**src/rtl/score_pkg.sv**
```systemverilog
// score_pkg: shared types and constants for the score_keeper round-scoring engine.
//   code_e   - per-channel 2-bit code (miss / hit / bonus / penalty)
//   state_e  - round FSM states
//   flags_t  - flags accumulated while scanning the channels of one round
//   PENALTY_PTS - points removed by a penalty round (only when SCORE_PENALTY_EN is defined)
package score_pkg;

    typedef enum logic [1:0] {
        CODE_MISS  = 2'd0,
        CODE_HIT   = 2'd1,
        CODE_BONUS = 2'd2,
        CODE_PEN   = 2'd3
    } code_e;

    typedef enum logic [1:0] {
        ST_IDLE   = 2'd0,
        ST_SCAN   = 2'd1,
        ST_COMMIT = 2'd2
    } state_e;

    typedef struct packed {
        logic any_bonus;
        logic any_pen;
        logic all_hit;
    } flags_t;

    // all_hit starts true and is knocked down by any non-hit channel
    localparam flags_t FLAGS_INIT = '{any_bonus: 1'b0, any_pen: 1'b0, all_hit: 1'b1};

    localparam int unsigned PENALTY_PTS = 3;

endpackage

```
**src/rtl/score_keeper_if.sv**
```systemverilog
// score_keeper_if: request/result bundle between the game controller and score_keeper.
//   codes      - 2*N_CH channel codes, channel i at [2i+1:2i]
//   start_calc - request a round evaluation
//   new_game   - restart score and streak, keep high_score
//   busy       - round in progress
//   done       - one-cycle pulse when score/high_score are updated
//   score, high_score, new_record, streak - round results
// master = game controller side, slave = score_keeper side.
interface score_keeper_if #(
    parameter int unsigned N_CH     = 2,
    parameter int unsigned SCORE_W  = 11,
    parameter int unsigned STREAK_W = 4
);
    logic [2*N_CH-1:0]   codes;
    logic                start_calc;
    logic                new_game;
    logic                busy;
    logic                done;
    logic [SCORE_W-1:0]  score;
    logic [SCORE_W-1:0]  high_score;
    logic                new_record;
    logic [STREAK_W-1:0] streak;

    modport master (
        output codes, start_calc, new_game,
        input  busy, done, score, high_score, new_record, streak
    );

    modport slave (
        input  codes, start_calc, new_game,
        output busy, done, score, high_score, new_record, streak
    );
endinterface

```
**src/rtl/score_round_eval.sv**
```systemverilog
// score_round_eval: combinational round classification and scoring arithmetic.
//   flags        - accumulated any_bonus / any_pen / all_hit for the round
//   streak       - current consecutive all-hit count
//   score        - current running score
//   high_score   - current best score
//   score_next_c - score after this round (saturating / floored)
//   high_next_c  - high score after this round
//   streak_next_c- streak after this round
//   record_c     - this round raises high_score
// Class priority: penalty > bonus > all-hit > base.
module score_round_eval
    import score_pkg::*;
#(
    parameter int unsigned SCORE_W     = 11,
    parameter int unsigned STREAK_W    = 4,
    parameter int unsigned STREAK_LEN  = 3,
    parameter int unsigned BASE_PTS    = 1,
    parameter int unsigned ALL_HIT_PTS = 10,
    parameter int unsigned BONUS_PTS   = 5
) (
    input  flags_t              flags,
    input  logic [STREAK_W-1:0] streak,
    input  logic [SCORE_W-1:0]  score,
    input  logic [SCORE_W-1:0]  high_score,
    output logic [SCORE_W-1:0]  score_next_c,
    output logic [SCORE_W-1:0]  high_next_c,
    output logic [STREAK_W-1:0] streak_next_c,
    output logic                record_c
);

    localparam int unsigned SUM_W = SCORE_W + 2;
    localparam logic [SUM_W-1:0]    SCORE_MAX  = {2'b00, {SCORE_W{1'b1}}};
    localparam logic [STREAK_W-1:0] STREAK_MAX = {STREAK_W{1'b1}};

    logic [STREAK_W-1:0] streak_inc;
    logic [SUM_W-1:0]    pts;
    logic [SUM_W-1:0]    sum;
    logic [SUM_W-1:0]    score_ext;

    // Classify the round and compute the clamped score
    always_comb begin
        streak_inc    = (streak == STREAK_MAX) ? streak : streak + STREAK_W'(1);
        score_ext     = {2'b00, score};
        pts           = SUM_W'(BASE_PTS);
        sum           = '0;
        streak_next_c = '0;
        score_next_c  = score;

        if (flags.any_pen) begin
            // Floor at zero rather than wrapping
            if (score_ext >= SUM_W'(PENALTY_PTS)) begin
                sum = score_ext - SUM_W'(PENALTY_PTS);
            end else begin
                sum = '0;
            end
            score_next_c = sum[SCORE_W-1:0];
        end else begin
            if (flags.any_bonus) begin
                pts = SUM_W'(BONUS_PTS);
            end else if (flags.all_hit) begin
                streak_next_c = streak_inc;
                // Doubling uses the streak including this round
                if (32'(streak_inc) >= STREAK_LEN) begin
                    pts = SUM_W'(2 * ALL_HIT_PTS);
                end else begin
                    pts = SUM_W'(ALL_HIT_PTS);
                end
            end else begin
                pts = SUM_W'(BASE_PTS);
            end
            sum = score_ext + pts;
            if (sum > SCORE_MAX) begin
                score_next_c = SCORE_MAX[SCORE_W-1:0];
            end else begin
                score_next_c = sum[SCORE_W-1:0];
            end
        end

        // Strictly greater raises the record; penalty rounds never do
        record_c    = !flags.any_pen && (score_next_c > high_score);
        high_next_c = record_c ? score_next_c : high_score;
    end

endmodule

```
**src/rtl/score_keeper.sv**
```systemverilog
// score_keeper: round-scoring engine for the Blast game.
//   clk, rst - clock and synchronous active-high reset
//   bus      - score_keeper_if slave port (codes, start_calc, new_game in;
//              busy, done, score, high_score, new_record, streak out)
// A round latches codes on start_calc in IDLE, scans one channel per cycle
// in SCAN (N_CH cycles), then updates results in COMMIT; done is visible
// N_CH+2 cycles after the start cycle.
// Optional feature: define SCORE_PENALTY_EN to make code 3 a penalty round;
// otherwise code 3 behaves as a miss.
module score_keeper
    import score_pkg::*;
#(
    parameter int unsigned N_CH        = 2,
    parameter int unsigned SCORE_W     = 11,
    parameter int unsigned INIT_SCORE  = 55,
    parameter int unsigned BASE_PTS    = 1,
    parameter int unsigned ALL_HIT_PTS = 10,
    parameter int unsigned BONUS_PTS   = 5,
    parameter int unsigned STREAK_LEN  = 3,
    parameter int unsigned STREAK_W    = 4
) (
    input  logic          clk,
    input  logic          rst,
    score_keeper_if.slave bus
);

    localparam int unsigned IDX_W = (N_CH > 1) ? $clog2(N_CH) : 1;
    localparam logic [IDX_W-1:0] IDX_LAST = IDX_W'(N_CH - 1);

    state_e              state;
    logic [2*N_CH-1:0]   shadow;
    logic [IDX_W-1:0]    idx;
    flags_t              flags;
    flags_t              flags_next_c;
    code_e               cur_code;

    logic [SCORE_W-1:0]  score;
    logic [SCORE_W-1:0]  high_score;
    logic [STREAK_W-1:0] streak;
    logic                busy;
    logic                done;
    logic                new_record;

    logic [SCORE_W-1:0]  score_next_c;
    logic [SCORE_W-1:0]  high_next_c;
    logic [STREAK_W-1:0] streak_next_c;
    logic                record_c;

    // Fold the channel under scan into the round flags
    always_comb begin
        cur_code     = code_e'(shadow[{idx, 1'b0} +: 2]);
        flags_next_c = flags;
        if (cur_code != CODE_HIT) begin
            flags_next_c.all_hit = 1'b0;
        end
        if (cur_code == CODE_BONUS) begin
            flags_next_c.any_bonus = 1'b1;
        end
`ifdef SCORE_PENALTY_EN
        if (cur_code == CODE_PEN) begin
            flags_next_c.any_pen = 1'b1;
        end
`endif
    end

    score_round_eval #(
        .SCORE_W    (SCORE_W),
        .STREAK_W   (STREAK_W),
        .STREAK_LEN (STREAK_LEN),
        .BASE_PTS   (BASE_PTS),
        .ALL_HIT_PTS(ALL_HIT_PTS),
        .BONUS_PTS  (BONUS_PTS)
    ) u_eval (
        .flags        (flags),
        .streak       (streak),
        .score        (score),
        .high_score   (high_score),
        .score_next_c (score_next_c),
        .high_next_c  (high_next_c),
        .streak_next_c(streak_next_c),
        .record_c     (record_c)
    );

    // Round FSM with registered outputs; new_game aborts from any state
    always_ff @(posedge clk) begin
        if (rst) begin
            state      <= ST_IDLE;
            shadow     <= '0;
            idx        <= '0;
            flags      <= FLAGS_INIT;
            score      <= SCORE_W'(INIT_SCORE);
            high_score <= SCORE_W'(INIT_SCORE);
            streak     <= '0;
            busy       <= 1'b0;
            done       <= 1'b0;
            new_record <= 1'b0;
        end else begin
            done       <= 1'b0;
            new_record <= 1'b0;
            if (bus.new_game) begin
                state  <= ST_IDLE;
                score  <= SCORE_W'(INIT_SCORE);
                streak <= '0;
                busy   <= 1'b0;
            end else begin
                case (state)
                    ST_IDLE: begin
                        if (bus.start_calc) begin
                            shadow <= bus.codes;
                            idx    <= '0;
                            flags  <= FLAGS_INIT;
                            busy   <= 1'b1;
                            state  <= ST_SCAN;
                        end
                    end
                    ST_SCAN: begin
                        flags <= flags_next_c;
                        idx   <= idx + IDX_W'(1);
                        if (idx == IDX_LAST) begin
                            state <= ST_COMMIT;
                        end
                    end
                    ST_COMMIT: begin
                        score      <= score_next_c;
                        high_score <= high_next_c;
                        streak     <= streak_next_c;
                        new_record <= record_c;
                        done       <= 1'b1;
                        busy       <= 1'b0;
                        state      <= ST_IDLE;
                    end
                    default: begin
                        busy  <= 1'b0;
                        state <= ST_IDLE;
                    end
                endcase
            end
        end
    end

    assign bus.busy       = busy;
    assign bus.done       = done;
    assign bus.score      = score;
    assign bus.high_score = high_score;
    assign bus.new_record = new_record;
    assign bus.streak     = streak;

endmodule
```
**src/flat_wrapper.sv**
```systemverilog
// flat-port wrapper written by rule: the top's interface ports become plain ports
module score_keeper_flat import score_pkg::*;
#(
    parameter int unsigned N_CH        = 2,
    parameter int unsigned SCORE_W     = 11,
    parameter int unsigned INIT_SCORE  = 55,
    parameter int unsigned BASE_PTS    = 1,
    parameter int unsigned ALL_HIT_PTS = 10,
    parameter int unsigned BONUS_PTS   = 5,
    parameter int unsigned STREAK_LEN  = 3,
    parameter int unsigned STREAK_W    = 4
)
  (clk, rst, bus_codes, bus_start_calc, bus_new_game, bus_busy, bus_done, bus_score, bus_high_score, bus_new_record, bus_streak);
  score_keeper_if #(.N_CH(N_CH), .SCORE_W(SCORE_W), .STREAK_W(STREAK_W)) bus_i ();
  input  logic clk;
  input  logic rst;
  input wire logic [$bits(bus_i.codes)-1:0] bus_codes;
  input wire logic [$bits(bus_i.start_calc)-1:0] bus_start_calc;
  input wire logic [$bits(bus_i.new_game)-1:0] bus_new_game;
  output wire logic [$bits(bus_i.busy)-1:0] bus_busy;
  output wire logic [$bits(bus_i.done)-1:0] bus_done;
  output wire logic [$bits(bus_i.score)-1:0] bus_score;
  output wire logic [$bits(bus_i.high_score)-1:0] bus_high_score;
  output wire logic [$bits(bus_i.new_record)-1:0] bus_new_record;
  output wire logic [$bits(bus_i.streak)-1:0] bus_streak;
  assign bus_i.codes = bus_codes;
  assign bus_i.start_calc = bus_start_calc;
  assign bus_i.new_game = bus_new_game;
  assign bus_busy = bus_i.busy;
  assign bus_done = bus_i.done;
  assign bus_score = bus_i.score;
  assign bus_high_score = bus_i.high_score;
  assign bus_new_record = bus_i.new_record;
  assign bus_streak = bus_i.streak;
  score_keeper #(.N_CH(N_CH), .SCORE_W(SCORE_W), .INIT_SCORE(INIT_SCORE), .BASE_PTS(BASE_PTS), .ALL_HIT_PTS(ALL_HIT_PTS), .BONUS_PTS(BONUS_PTS), .STREAK_LEN(STREAK_LEN), .STREAK_W(STREAK_W)) u_core (.clk(clk), .rst(rst), .bus(bus_i));
endmodule
```
**config.mk**
```make
export PLATFORM = sky130hd
export DESIGN_NAME = score_keeper_flat
export DESIGN_NICKNAME = d
export VERILOG_FILES = /design/src/rtl/score_pkg.sv /design/src/rtl/score_keeper_if.sv /design/src/rtl/score_round_eval.sv /design/src/rtl/score_keeper.sv /design/src/flat_wrapper.sv
export SDC_FILE = /design/constraint.sdc
export NUM_CORES = 1
export LEC_CHECK = 0
export CORE_AREA = 5 5 101 103
export DETAILED_ROUTE_END_ITERATION = 7
export DIE_AREA = 0 0 106 108
export GPL_ROUTABILITY_DRIVEN = 1
export PLACE_DENSITY = 0.52
export SLEW_MARGIN = 0
export SYNTH_ARGS = -nofsm -noshare
export SYNTH_HDL_FRONTEND = slang
export SYNTH_HIERARCHICAL = 1
export SYNTH_SLANG_ARGS = --single-unit
export TNS_END_PERCENT = 5
```
**constraint.sdc**
```tcl
create_clock -name clk -period 6 [get_ports clk]
set_input_delay 0.6 -clock clk [delete_from_list [all_inputs] [get_ports clk]]
set_output_delay 0.6 -clock clk [all_outputs]
set_load 0.01 [all_outputs]
```
* Yosys cells after proc, flatten, opt, wreduce, memory -nomap -nowiden *
Cells that the tools add are included.

storage, ports and cells
  register bits = 39
  input bits = 8
  logic and storage cells = 70

cells by class
  equal/unequal tests = 9
  shifts and indexed selects = 1
  reduce and logical (&&, ||, !) cells = 14
  bitwise operators = 3
  magnitude comparators = 4
  add/subtract/negate cells = 4
  multiplexer cells = 23

operator list
  cell                                                                                   number
  13-bit 2-to-1 mux                                                                      3
  11-bit 2-to-1 mux                                                                      3
  4-bit 2-to-1 mux                                                                       4
  11-bit by 13-bit adder with 13-bit output                                              1
  13-bit by 11-bit > comparator with 1-bit output (second input constant)                1
  4-bit AND reduction                                                                    3
  11-bit by 2-bit greater-or-equal comparator with 1-bit output (second input constant)  1
  11-bit > comparator                                                                    1
  11-bit by 2-bit subtractor with 11-bit output (second input constant)                  1
  3-bit AND reduction                                                                    3
  2-bit by 1-bit inequality test with 1-bit output (second input constant)               4
  3-bit case mux with 2 select lines                                                     1
  1-bit 2-to-1 mux                                                                       5
  5-bit 2-to-1 mux                                                                       1
  4-bit by 1-bit adder with 4-bit output (second input constant)                         1
  2-bit == test (second input constant)                                                  2
  4-bit == test (second input constant)                                                  1
  4-bit by 2-bit greater-or-equal comparator with 1-bit output (second input constant)   1
  2-bit 2-to-1 mux                                                                       2
  1-bit case mux with 2 select lines                                                     2
  2-bit case mux with 2 select lines                                                     1
  2-bit AND reduction                                                                    2
  4-bit by 3-bit indexed part select with 2-bit output                                   1
  3-bit 2-to-1 mux                                                                       1
  other kinds (10)                                                                       12

* Depth between registers and ports, before layout *
Gate-level depths: netlist of run 1.

  depth after elaboration = 14
  mapped depth = 21

* Hierarchy *
The synthesis of run 1 kept the hierarchy.

modules (own cells, without submodules)
  module            cells each  area an instance (µm²)  seq. area each (µm²)  times used
  score_keeper      169         1,445.1                 760.7                 1
  score_round_eval  182         1,246.2                 0.0                   1

* Least setup slack after synthesis of run 1 *
Ideal clock, no wire load.

  kind = register -> register
  from = reg u_core.streak[0], in the netlist u_core/bus.streak[0]
  to = reg u_core.high_score[1], in the netlist u_core/bus.high_score[1]
  path buffers = 2
  arrival = 4.149 ns
  setup time = 0.128 ns
  path slack = 1.723 ns
  period minus slack after synthesis = 4.277 ns
  cell stages (with the launch flop) = 22
  path through = dfxtp_1 ha_1 nand2_1 a21oi_1 o21ai_0 nor2b_1 ha_1 a21oi_1 and2_1 clkbuf_1 a21oi_1 nor3_1 nor2_1 ha_1 nand4_1 nor2_1 a41o_1 a31oi_1 buf_2 mux2_2 nand2_1 nand3_1

between the ends
  word-level cells in the longest chain between the ends = 14
  elaborated cells between the ends (all ways) = 15
  classes of those cells = 2 x add/sub; 3 x order compare; 1 x eq/ne; 7 x mux; 2 x reduce/logical

RTL lines
  item                                                                            RTL line                RTL
  start: declaration                                                              score_keeper.sv:39      logic [STREAK_W-1:0] streak;
  start signal: assignment                                                        score_keeper.sv:126     streak <= streak_next_c;
  4-bit by 1-bit adder with 4-bit output / 4-bit == test (equally long branches)  score_round_eval.sv:42  streak_inc = (streak == STREAK_MAX) ? streak : streak + STREAK_W'(1);
  4-bit 2-to-1 mux (*)                                                            score_round_eval.sv:42
  4-bit by 2-bit greater-or-equal comparator with 1-bit output (*)                score_round_eval.sv:63  if (32'(streak_inc) >= STREAK_LEN) begin
  5-bit 2-to-1 mux (*)                                                            score_round_eval.sv:63
  13-bit 2-to-1 mux (*)                                                           score_round_eval.sv:60  end else if (flags.all_hit) begin
  13-bit 2-to-1 mux (*)                                                           score_round_eval.sv:58  if (flags.any_bonus) begin
  13-bit 2-to-1 mux (*)                                                           score_round_eval.sv:49  if (flags.any_pen) begin
  11-bit by 13-bit adder with 13-bit output (*)                                   score_round_eval.sv:71  sum = score_ext + pts;
  13-bit by 11-bit > comparator with 1-bit output                                 score_round_eval.sv:72  if (sum > SCORE_MAX) begin
  11-bit 2-to-1 mux (*)                                                           score_round_eval.sv:72
  11-bit 2-to-1 mux (*)                                                           score_round_eval.sv:49
  net u_core.score_next_c[8]                                                      score_keeper.sv:44      logic [SCORE_W-1:0] score_next_c;
  11-bit > comparator (*)                                                         score_round_eval.sv:80  record_c = !flags.any_pen && (score_next_c > high_score);
  1-bit logical AND (*)                                                           score_round_eval.sv:80
  net u_core.record_c                                                             score_keeper.sv:47      logic record_c;
  3-bit AND reduction (no line) (*)                                               n/a
  end signal: assignment                                                          score_keeper.sv:92      high_score <= SCORE_W'(INIT_SCORE);
  end signal: assignment                                                          score_keeper.sv:125     high_score <= high_next_c;
  end: declaration                                                                score_keeper.sv:38      logic [SCORE_W-1:0] high_score;

Mark *: on every way through the listed nets, which the timed path passes. The rest lies on a longest branch. The select of a mux whose other input is x is not followed.
A chain may end at the register's enable or synchronous reset.

* Final worst setup path of run 1 *
  from = reg u_core.streak[0], in the netlist u_core/bus.streak[0]
  to = reg u_core.high_score[0], in the netlist u_core/bus.high_score[0]

The elaborated chain is that of the path after synthesis.

==> results of run 1 <==
-- logic make-up after synthesis --
logic type | count (synthesis)
DFF | 38
xor gates and xnor gates | 10
other | 1
muxes | 18
and+or+nand+nor | 133
buffers and inverters | 40
AOI/OAI and AO/OA | 92
adders and majority gates | 19
-- layout make-up --
| type | count | area (um2) |
|---|---|---|
| fillers | 971 | 5869 |
| multi-input cells | 274 | 1747 |
| flip-flops and latches | 38 | 760.7 |
| repair buffers | 38 | 375.4 |
| well taps | 111 | 138.9 |
| clock buffers | 6 | 82.58 |
| inverters | 20 | 75.07 |
| clock inverters | 2 | 60.06 |
-- stage by stage --
step                instance area (um2)  utilization  setup WS, ns  total power (W)  cells
finish                             3239       0.3556         1.012        0.0006018    489
global route                       3239       0.3556        0.5227        0.0006259    489
CTS                                3239       0.3556         1.025        0.0006077    489
detailed placement                 3097       0.3400         1.104        0.0003275    481
global placement                   3097       0.3400         1.163        0.0003275    481
floorplan                          2695            -         1.723        0.0003104    352
-- metal layers --
layer  vias up  track usage
li1       1305            -
met1      1177       0.1814
met2        69       0.2072
met3         8      0.02030
met4         0      0.03885
met5         -            0
-- placed cells by master, fill, tap and decap left out, drive strengths merged, types with 4 or more instances in the layout --
| master | count |
|---|---|
| or3 | 5 |
| nand4 | 5 |
| clkbuf | 6 |
| mux2i | 13 |
| nand2b | 4 |
| ha | 18 |
| nand2 | 50 |
| mux2 | 5 |
| and3 | 4 |
| clkdlybuf4s50 | 36 |
| a31oi | 6 |
| nor2 | 20 |
| nor3 | 13 |
| xnor2 | 5 |
| xor2 | 5 |
| o21ai | 20 |
| nor4 | 4 |
| inv | 19 |
| a21oi | 37 |
| nand3 | 16 |
| a21o | 6 |
| dfxtp | 38 |
-- report_power, final --
| group | internal (W) | switching [W] | leakage [nW] |
|---|---|---|---|
| registers | 0.000255 | 0.00000296 | 0.307 |
| clock network | 0.000178 | 0.000101 | 0.0714 |
| logic | 0.0000278 | 0.0000378 | 0.878 |
-- synth_stat cells, types with 5 or more instances --
cell	number	share of area
clkbuf_1	7	0.0098
buf_2	9	0.017
nand2_1	50	0.070
a21oi_1	37	0.069
xnor2_1	5	0.016
nor2_1	20	0.028
nand4_1	5	0.012
nor3_1	13	0.024
xor2_1	5	0.016
mux2i_1	13	0.048
inv_1	19	0.026
a21o_1	6	0.017
ha_1	18	0.084
nand3_1	16	0.030
dfxtp_1	38	0.28
o21ai_0	16	0.030
a31oi_1	6	0.014
-- registers in the layout, summed over array words and instances, names as in the netlist --
signal / count
u_core/bus.high_score: 11
u_core/bus.score: 11
u_core/bus.streak: 4
u_core/shadow: 4
u_core/flags: 2
u_core/state: 2
u_core/bus.busy: 1
u_core/bus.done: 1
u_core/bus.new_record: 1
u_core/idx: 1
-- worst paths after layout --
kind / slack, ns / to / startpoint / depth (start not counted)
worst min-delay path: 0.49 / u_core/bus.high_score[8]$_SDFFE_PP0P_ / u_core/bus.high_score[8]$_SDFFE_PP0P_ / 2
worst max register to register: 1.01 / u_core/bus.high_score[0]$_SDFFE_PP1P_ / u_core/bus.streak[0]$_SDFFE_PP0N_ / 20
worst max-delay path: 1.01 / u_core/bus.high_score[0]$_SDFFE_PP1P_ / u_core/bus.streak[0]$_SDFFE_PP0N_ / 20
worst min register to register: 0.49 / u_core/bus.high_score[8]$_SDFFE_PP0P_ / u_core/bus.high_score[8]$_SDFFE_PP0P_ / 2
-- critical path: cells and delay by family, from the launching register on --
family | cells | cell delay [ns]
multiplexers | 1 | 0.35
buffers and inverters | 1 | 0.28
AND/OR/NAND/NOR | 7 | 0.86
AO/OA/AOI/OAI | 8 | 2.01
adder cells (fa/ha/maj) | 3 | 0.87
flip-flops | 1 | 0.48
==> metrics.cfg, run 1 <==
[status]
run_status = finished clean

[power_and_ir_drop]
ir_drop_mv = 0.09794
powerDensity_mw_per_mm2 = 185.8
power.leakage_nw = 1.257

[clock_tree]
cts_buffers = 5
cts_hold_buffers = 0
clk_latency_ns = 0.30
clk_path_buf_depth = 2
ctsResizeCount = 0
clk_pin_slew_ns = 0.08
cts_tree = yes
clockRootBuffer = clkbuf_8
cts_setup_buffers = 0
cts.sinks = 38
htreeDepth = 2

[worst_setup_path]
slowest_delay_ns = 0.48
startpoint_type = flop
crit_path_end_kind = flop
criticalPathCategory = flop to flop
worstPathRequired_ns = 6.17
worstPathMaxFanout = 10
crit_arrival_ns = 5.16
cpMaxStageDelayCell = dfxtp_1
path_cells = ha_1, nand2_1, a21oi_1, o21ai_0, nor2_1, fa_1, nand4_1, a31oi_1, a311oi_1, a211oi_1, a21boi_0, ha_1, nand4_1, nor2_1, a41o_1, a31oi_1, buf_4, mux2_2, nand2_1, nand3_1

[routing]
remaining_drc_errors = 0
drtPass1Iterations = 4
drt_iter0_markers = 139
routed-via-count = 2559
viasPerCell = 5.233
wirelength_um = 7411
route.met2.wl_um = 3284
routed-wl-met3_um = 326
maxUsedRoutingLayer = met4
final_antenna_net_count = 0
wl_met1_um = 3691
post_drt_wl_per_cell_um = 15.16

[grt]
grt_max_degree = 28
antenna_found_initial = 0
grt_pass1_vias = 2377
grt_util_all_layers = 0.1300
grt_first_pass_wirelength_um = 12110
grt_overflow = 0

[timing]
post-route-min-period_ns = 4.988
maxSlewViolCount = 0
fmax_mhz = 200.5
relSlewSlack = 0.2782
tightest_slew_ns = 1.083
hold_viol_final = 0
fin_crit_sh = 0.8313
setup_viol = 0
final.setup.tns_ns = 0
rsz0062_at_grt = no
hold_slack_ns = 0.4931
finClkSkew_ns = 0.008566

[flow_run]
cap_violations = 0

[die]
design.portCount = 37
initial_core_util = 0.2955
die_x_um = 106
core_region_area_mm2 = 0.009109
die_y_um = 108
die_area_mm2 = 0.01145
rows = 35

[synth]
synthMuxAreaShare = 0.07066
ys_types = 54
synthAdderAreaFrac = 0.09112
synth_compound_area_frac = 0.2078
synth.avg_cell_area_um2 = 7.668
syn_area_mm2 = 0.002691
yosysWarningCount = 6
synthArstFlopShare = 0
synthXorXnorAreaFrac = 0.03254
synth_seq_cells = 38
syn_inst = 351
synth-edff-count = 0
synth_top_family_by_area = simple AND/OR/NAND/NOR gates
synth_ff_type = dfxtp_1
yosys.area_share.simple = 0.2441
yosysSeqAreaShare = 0.2827

[place]
dp.final_hpwl_um = 5442
routabilityCongestion = 0.8545
io_buffers = 36

[cells_and_area]
drive_above_1_share = 0.05026
diodes = 0
nNetsFinal = 404
area_delta_synth_final_pct = 20.36

[min_path]
hold_class = flop to flop

Note: power is estimated with default switching activity, not from simulation.
==> inputs of run 2 (changes only) <==
==> constraint.sdc (replaced) <==
create_clock -name clk -period 4.8 [get_ports clk]
set_input_delay 0.48 -clock clk [delete_from_list [all_inputs] [get_ports clk]]
set_output_delay 0.48 -clock clk [all_outputs]
set_load 0.01 [all_outputs]
==> run 2 against run 1 <==
Clock skew down 0.0034 ns. Die area unchanged. Critical path depth unchanged. Flip-flop and latch count unchanged. Cell count up 0.61%. Global-route usage about the same. First-iteration DRC count down 11%. Count of clock-buffer cells in the layout down 1. Non-clock buffer count up 3. Maximum frequency up 13%. Routed wire length down 0.53%. Design area up 0.70%.
==> metrics.cfg, run 2 (synthesis gave the netlist of run 1 again) <==
[place]
dp.final_hpwl_um = 5484
placed_area_mm2 = 0.003119
routabilityCongestion = 0.8223
io_buffers = 36

[worst_setup_path]
crit_arrival_ns = 4.61
slowest_delay_ns = 0.40
path_cells = ha_1, nand2_1, a21oi_1, o21ai_0, nor2_1, ha_1, nand4_1, a31oi_1, a311oi_1, a211oi_2, a21boi_1, ha_1, nand4_1, nor2_1, a41o_1, a31oi_1, buf_4, mux2_4, nand2_1, nand3_1
cp_common_cell = ha_1
worstPathRequired_ns = 4.98
cpMaxStageDelayCell = ha_1
startpoint_type = flop
crit_path_end_kind = flop
criticalPathCategory = flop to flop
worstPathMaxFanout = 7

[cells_and_area]
diodes = 0
top_regs = u_core/bus.high_score: 11 flops, u_core/bus.score: 11 flops
final_cell_mix = nand2_1, dfxtp_1, a21oi_1
area_delta_synth_final_pct = 21.20
final_common_cell = nand2_1
final_cell_area_mm2 = 0.003262
nNetsFinal = 407
drive_above_1_share = 0.06037

[clock_tree]
cts_tree = yes
cts_buffers = 5
htreeDepth = 2
cts_setup_buffers = 0
clockRootBuffer = clkbuf_8
clk_latency_ns = 0.30
ctsResizeCount = 0
clk_path_buf_depth = 2
clk_pin_slew_ns = 0.08
cts.sinks = 38
cts_hold_buffers = 0

[grt]
use_met2 = 0.2086
grt_use_met3 = 0.02209
grtUsageMet1 = 0.1785
busiest_layer = met2
grt_overflow = 0
antenna_found_initial = 0
grt_pass1_vias = 2373
grt_max_degree = 28
grt_util_all_layers = 0.1301
grt_first_pass_wirelength_um = 12040

[die]
rows = 35
die_x_um = 106
die_area_mm2 = 0.01145
initial_core_util = 0.2955
core_region_area_mm2 = 0.009109
die_y_um = 108
design.portCount = 37

[timing]
maxSlewViolCount = 0
fmax_mhz = 225.8
final.setup.tns_ns = 0
setup_viol = 0
rsz0062_at_grt = no
post-route-min-period_ns = 4.429
finClkSkew_ns = 0.005168
relSlewSlack = 0.2641
fin_crit_sh = 0.9228
hold_viol_final = 0
tightest_slew_ns = 1.104

[routing]
remaining_drc_errors = 0
post_drt_wl_per_cell_um = 14.98
final_antenna_net_count = 0
wirelength_um = 7372
routed-via-count = 2557
viasPerCell = 5.197
drt_iter0_markers = 124
drtPass1Iterations = 5

[power_and_ir_drop]
power.leakage_nw = 1.271
power_w = 0.0007439
powerDensity_mw_per_mm2 = 228.1
ir_drop_mv = 0.1087

[flow_run]
cap_violations = 0

[status]
run_status = finished clean

[min_path]
hold_class = flop to flop

-- run 2: cell types whose count changed in the layout (fill, tap and decap cells not counted) --
cell and change:
buf_4 +3, a211oi_1 -1, a211oi_2 +1, a21boi_0 -1, a21boi_1 +1, clkbuf_8 -1, clkinv_4 +1
-- run 2: area by class of cell --
class | instances | area [um2]
fillers | 970 | 5847
multi-input cells | 274 | 1752
flip-flops and latches | 38 | 760.7
repair buffers | 41 | 397.9
well taps | 111 | 138.9
inverters | 20 | 75.07
clock buffers | 5 | 68.82
clock inverters | 3 | 68.82
-- run 2: power breakdown --
part	internal (W)	switching [W]	leakage [nW]
Sequential	0.000318	0.00000356	0.307
Clock	0.000208	0.000131	0.0683
Combinational	0.0000358	0.0000470	0.896
-- run 2: worst paths after layout --
check	slack, ns	endpoint	cells after the start	startpoint
worst min register to register	0.49	u_core/bus.high_score[8]$_SDFFE_PP0P_	2	u_core/bus.high_score[8]$_SDFFE_PP0P_
worst min-delay path	0.49	u_core/bus.high_score[8]$_SDFFE_PP0P_	2	u_core/bus.high_score[8]$_SDFFE_PP0P_
worst max-delay path	0.37	u_core/bus.high_score[5]$_SDFFE_PP1P_	20	u_core/bus.streak[0]$_SDFFE_PP0N_
worst max register to register	0.37	u_core/bus.high_score[5]$_SDFFE_PP1P_	20	u_core/bus.streak[0]$_SDFFE_PP0N_
-- run 2: stage by stage --
| stage | instances | setup WS (ns) | hold WS, ns | util |
|---|---|---|---|---|
| floorplan | 352 | 0.5228 | 0.4761 | - |
| global placement | 484 | 0.2579 | 0.4841 | 0.3424 |
| detailed placement | 484 | 0.1983 | 0.4887 | 0.3424 |
| CTS | 492 | 0.1777 | 0.5016 | 0.3576 |
| global route | 492 | 0.05998 | 0.5299 | 0.3581 |
| finish | 492 | 0.3708 | 0.4922 | 0.3581 |
-- run 2: critical path, delay by kind of cell (launching register included) --
| kind | cells | cell delay, ns |
|---|---|---|
| compound gates | 8 | 1.76 |
| fa+ha+maj | 3 | 0.93 |
| buf+inv | 1 | 0.22 |
| flops | 1 | 0.32 |
| mux | 1 | 0.31 |
| simple gates | 7 | 0.77 |
-- run 2: metal layers --
metal	part of all wire	up-vias
met5	0	-
met1	0.51	1191
li1	-	1312
met2	0.45	47
met4	0.014	0
met3	0.029	7
==> inputs of run 3 (changes only) <==
--- a/config.mk
+++ b/config.mk
@@ -5,9 +5,9 @@
 export SDC_FILE = /design/constraint.sdc
 export NUM_CORES = 1
 export LEC_CHECK = 0
-export CORE_AREA = 5 5 101 103
+export CORE_AREA = 5 5 84 125
 export DETAILED_ROUTE_END_ITERATION = 7
-export DIE_AREA = 0 0 106 108
+export DIE_AREA = 0 0 89 130
 export GPL_ROUTABILITY_DRIVEN = 1
 export PLACE_DENSITY = 0.52
 export SLEW_MARGIN = 0
==> run 3 against run 2 <==
Non-clock buffer count unchanged. Hold slack got worse by 0.0033 ns. Sequential share of layout area decreased by 0.52 points.
==> metrics.cfg, run 3 (synthesis gave the netlist of run 1 again) <==
[status]
run_status = finished clean

[worst_setup_path]
path_delay_family = compound AO/OA/AOI/OAI gates
crit_path_end_kind = flop
worstPathRequired_ns = 4.94
cp_common_cell = ha_1
startpoint_type = flop
crit_arrival_ns = 4.62
criticalPathCategory = flop to flop
worstPathMaxFanout = 7
path_cells = ha_1, nand2_1, a21oi_1, o21ai_0, nor2_2, ha_1, nand4_1, a31oi_2, a311oi_1, a211oi_2, a21boi_0, ha_1, nand4_1, nor2_1, a41o_1, a31oi_1, buf_4, mux2_2, nand2_1, a21oi_1
slowest_delay_ns = 0.39
cpMaxStageDelayCell = ha_1
path_buf_inv = 1

[routing]
drtPass1Iterations = 4
drt_iter0_markers = 163
final_antenna_net_count = 0
wirelength_um = 7511
routed-via-count = 2598
remaining_drc_errors = 0
post_drt_wl_per_cell_um = 15.24
viasPerCell = 5.270

[grt]
grt_overflow = 0
grt_pass1_vias = 2495
antenna_found_initial = 0
grt_util_all_layers = 0.1355
grt_max_degree = 28
grt_first_pass_wirelength_um = 12450

[cells_and_area]
diodes = 0
final_cells = 493
top_regs = u_core/bus.high_score: 11 flops, u_core/bus.score: 11 flops
drive_above_1_share = 0.07087
final_common_cell = nand2_1
final_core_util = 0.3627
final_cell_area_mm2 = 0.003337
final_cell_mix = nand2_1, dfxtp_1, clkdlybuf4s50_1, a21oi_1
area_delta_synth_final_pct = 23.99
nNetsFinal = 407

[place]
io_buffers = 36
routabilityCongestion = 0.8972
dp_cells = 485
dp.final_hpwl_um = 5688
placed_area_mm2 = 0.003120

[timing]
hold_viol_final = 0
post-route-min-period_ns = 4.484
rsz0062_at_grt = no
fmax_mhz = 223.0
setup_viol = 0
relSlewSlack = 0.2671
tightest_slew_ns = 1.099
final.setup.tns_ns = 0
fin_crit_sh = 0.9343
finClkSkew_ns = 0.005012
maxSlewViolCount = 0

[die]
rows = 43
die_x_um = 89
die_area_mm2 = 0.01157
core_region_area_mm2 = 0.009200
design.portCount = 37
die_y_um = 130
initial_core_util = 0.2925

[clock_tree]
clk_path_buf_depth = 2
cts_buffers = 5
clockRootBuffer = clkbuf_16
htreeDepth = 2
clk_latency_ns = 0.29
cts_tree = yes
clk_pin_slew_ns = 0.06
cts.sinks = 38

[power_and_ir_drop]
powerDensity_mw_per_mm2 = 251.9
ir_drop_mv = 0.3071
power.leakage_nw = 1.300
power_w = 0.0008407

[min_path]
hold_class = flop to flop

[flow_run]
cap_violations = 0

==> run 3: report_power, final <==
group | internal, W | total (W) | switching (W)
Sequential | 0.000319 | 0.000322 | 0.00000368
Clock | 0.000299 | 0.000434 | 0.000136
Combinational | 0.0000361 | 0.0000840 | 0.0000479
Total | 0.000653 | 0.000841 | 0.000187
==> run 3: metal layers <==
layer	up-vias	GRT usage	routed length [um]
li1	1314	-	-
met1	1211	0.1642	3208
met2	60	0.2288	3801
met3	13	0.02464	336
met4	0	0.06310	165
met5	-	0	0
==> run 3: worst paths after layout <==
kind | depth (start not counted) | start | slack (ns) | to
hold reg to reg | 2 | u_core/bus.high_score[7]$_SDFFE_PP0P_ | 0.49 | u_core/bus.high_score[7]$_SDFFE_PP0P_
setup / recovery | 20 | u_core/bus.streak[0]$_SDFFE_PP0N_ | 0.32 | u_core/bus.high_score[10]$_SDFFE_PP0P_
hold / removal | 2 | u_core/bus.high_score[7]$_SDFFE_PP0P_ | 0.49 | u_core/bus.high_score[7]$_SDFFE_PP0P_
setup reg to reg | 20 | u_core/bus.streak[0]$_SDFFE_PP0N_ | 0.32 | u_core/bus.high_score[10]$_SDFFE_PP0P_
==> run 3: worst register-to-register path, cell delays in order (launching register included) <==
cell      delay (ns)
dfxtp_1         0.31
ha_1            0.23
nand2_1         0.09
a21oi_1         0.04
o21ai_0         0.29
nor2_2          0.12
ha_1            0.39
nand4_1         0.23
a31oi_2         0.32
a311oi_1        0.14
a211oi_2        0.24
a21boi_0        0.32
ha_1            0.31
nand4_1         0.13
nor2_1          0.08
a41o_1          0.24
a31oi_1         0.17
buf_4           0.21
mux2_2          0.34
nand2_1         0.06
a21oi_1         0.06
==> run 3: final cells by class <==
class | instances | area (um2)
repair buffers | 41 | 397.9
well taps | 112 | 140.1
fillers | 933 | 5863
inverters | 20 | 75.07
clock inverters | 3 | 68.82
flip-flops and latches | 38 | 760.7
multi-input cells | 274 | 1769
clock buffers | 5 | 125.1
==> run 3: timing repair <==
action,in CTS,in global routing
endpoints found under the setup margin,0,10
setup buffers,0,0
hold buffers,0,0
resized for setup,0,5
==> run 3: through the flow <==
step	setup WS [ns]	hold WS (ns)
final	0.3155	0.4889
after global routing	0.02143	0.5121
after CTS	0.2381	0.4954
after detailed placement	0.2614	0.4868
after global placement	0.3111	0.4832
after floorplan	0.5228	0.4761
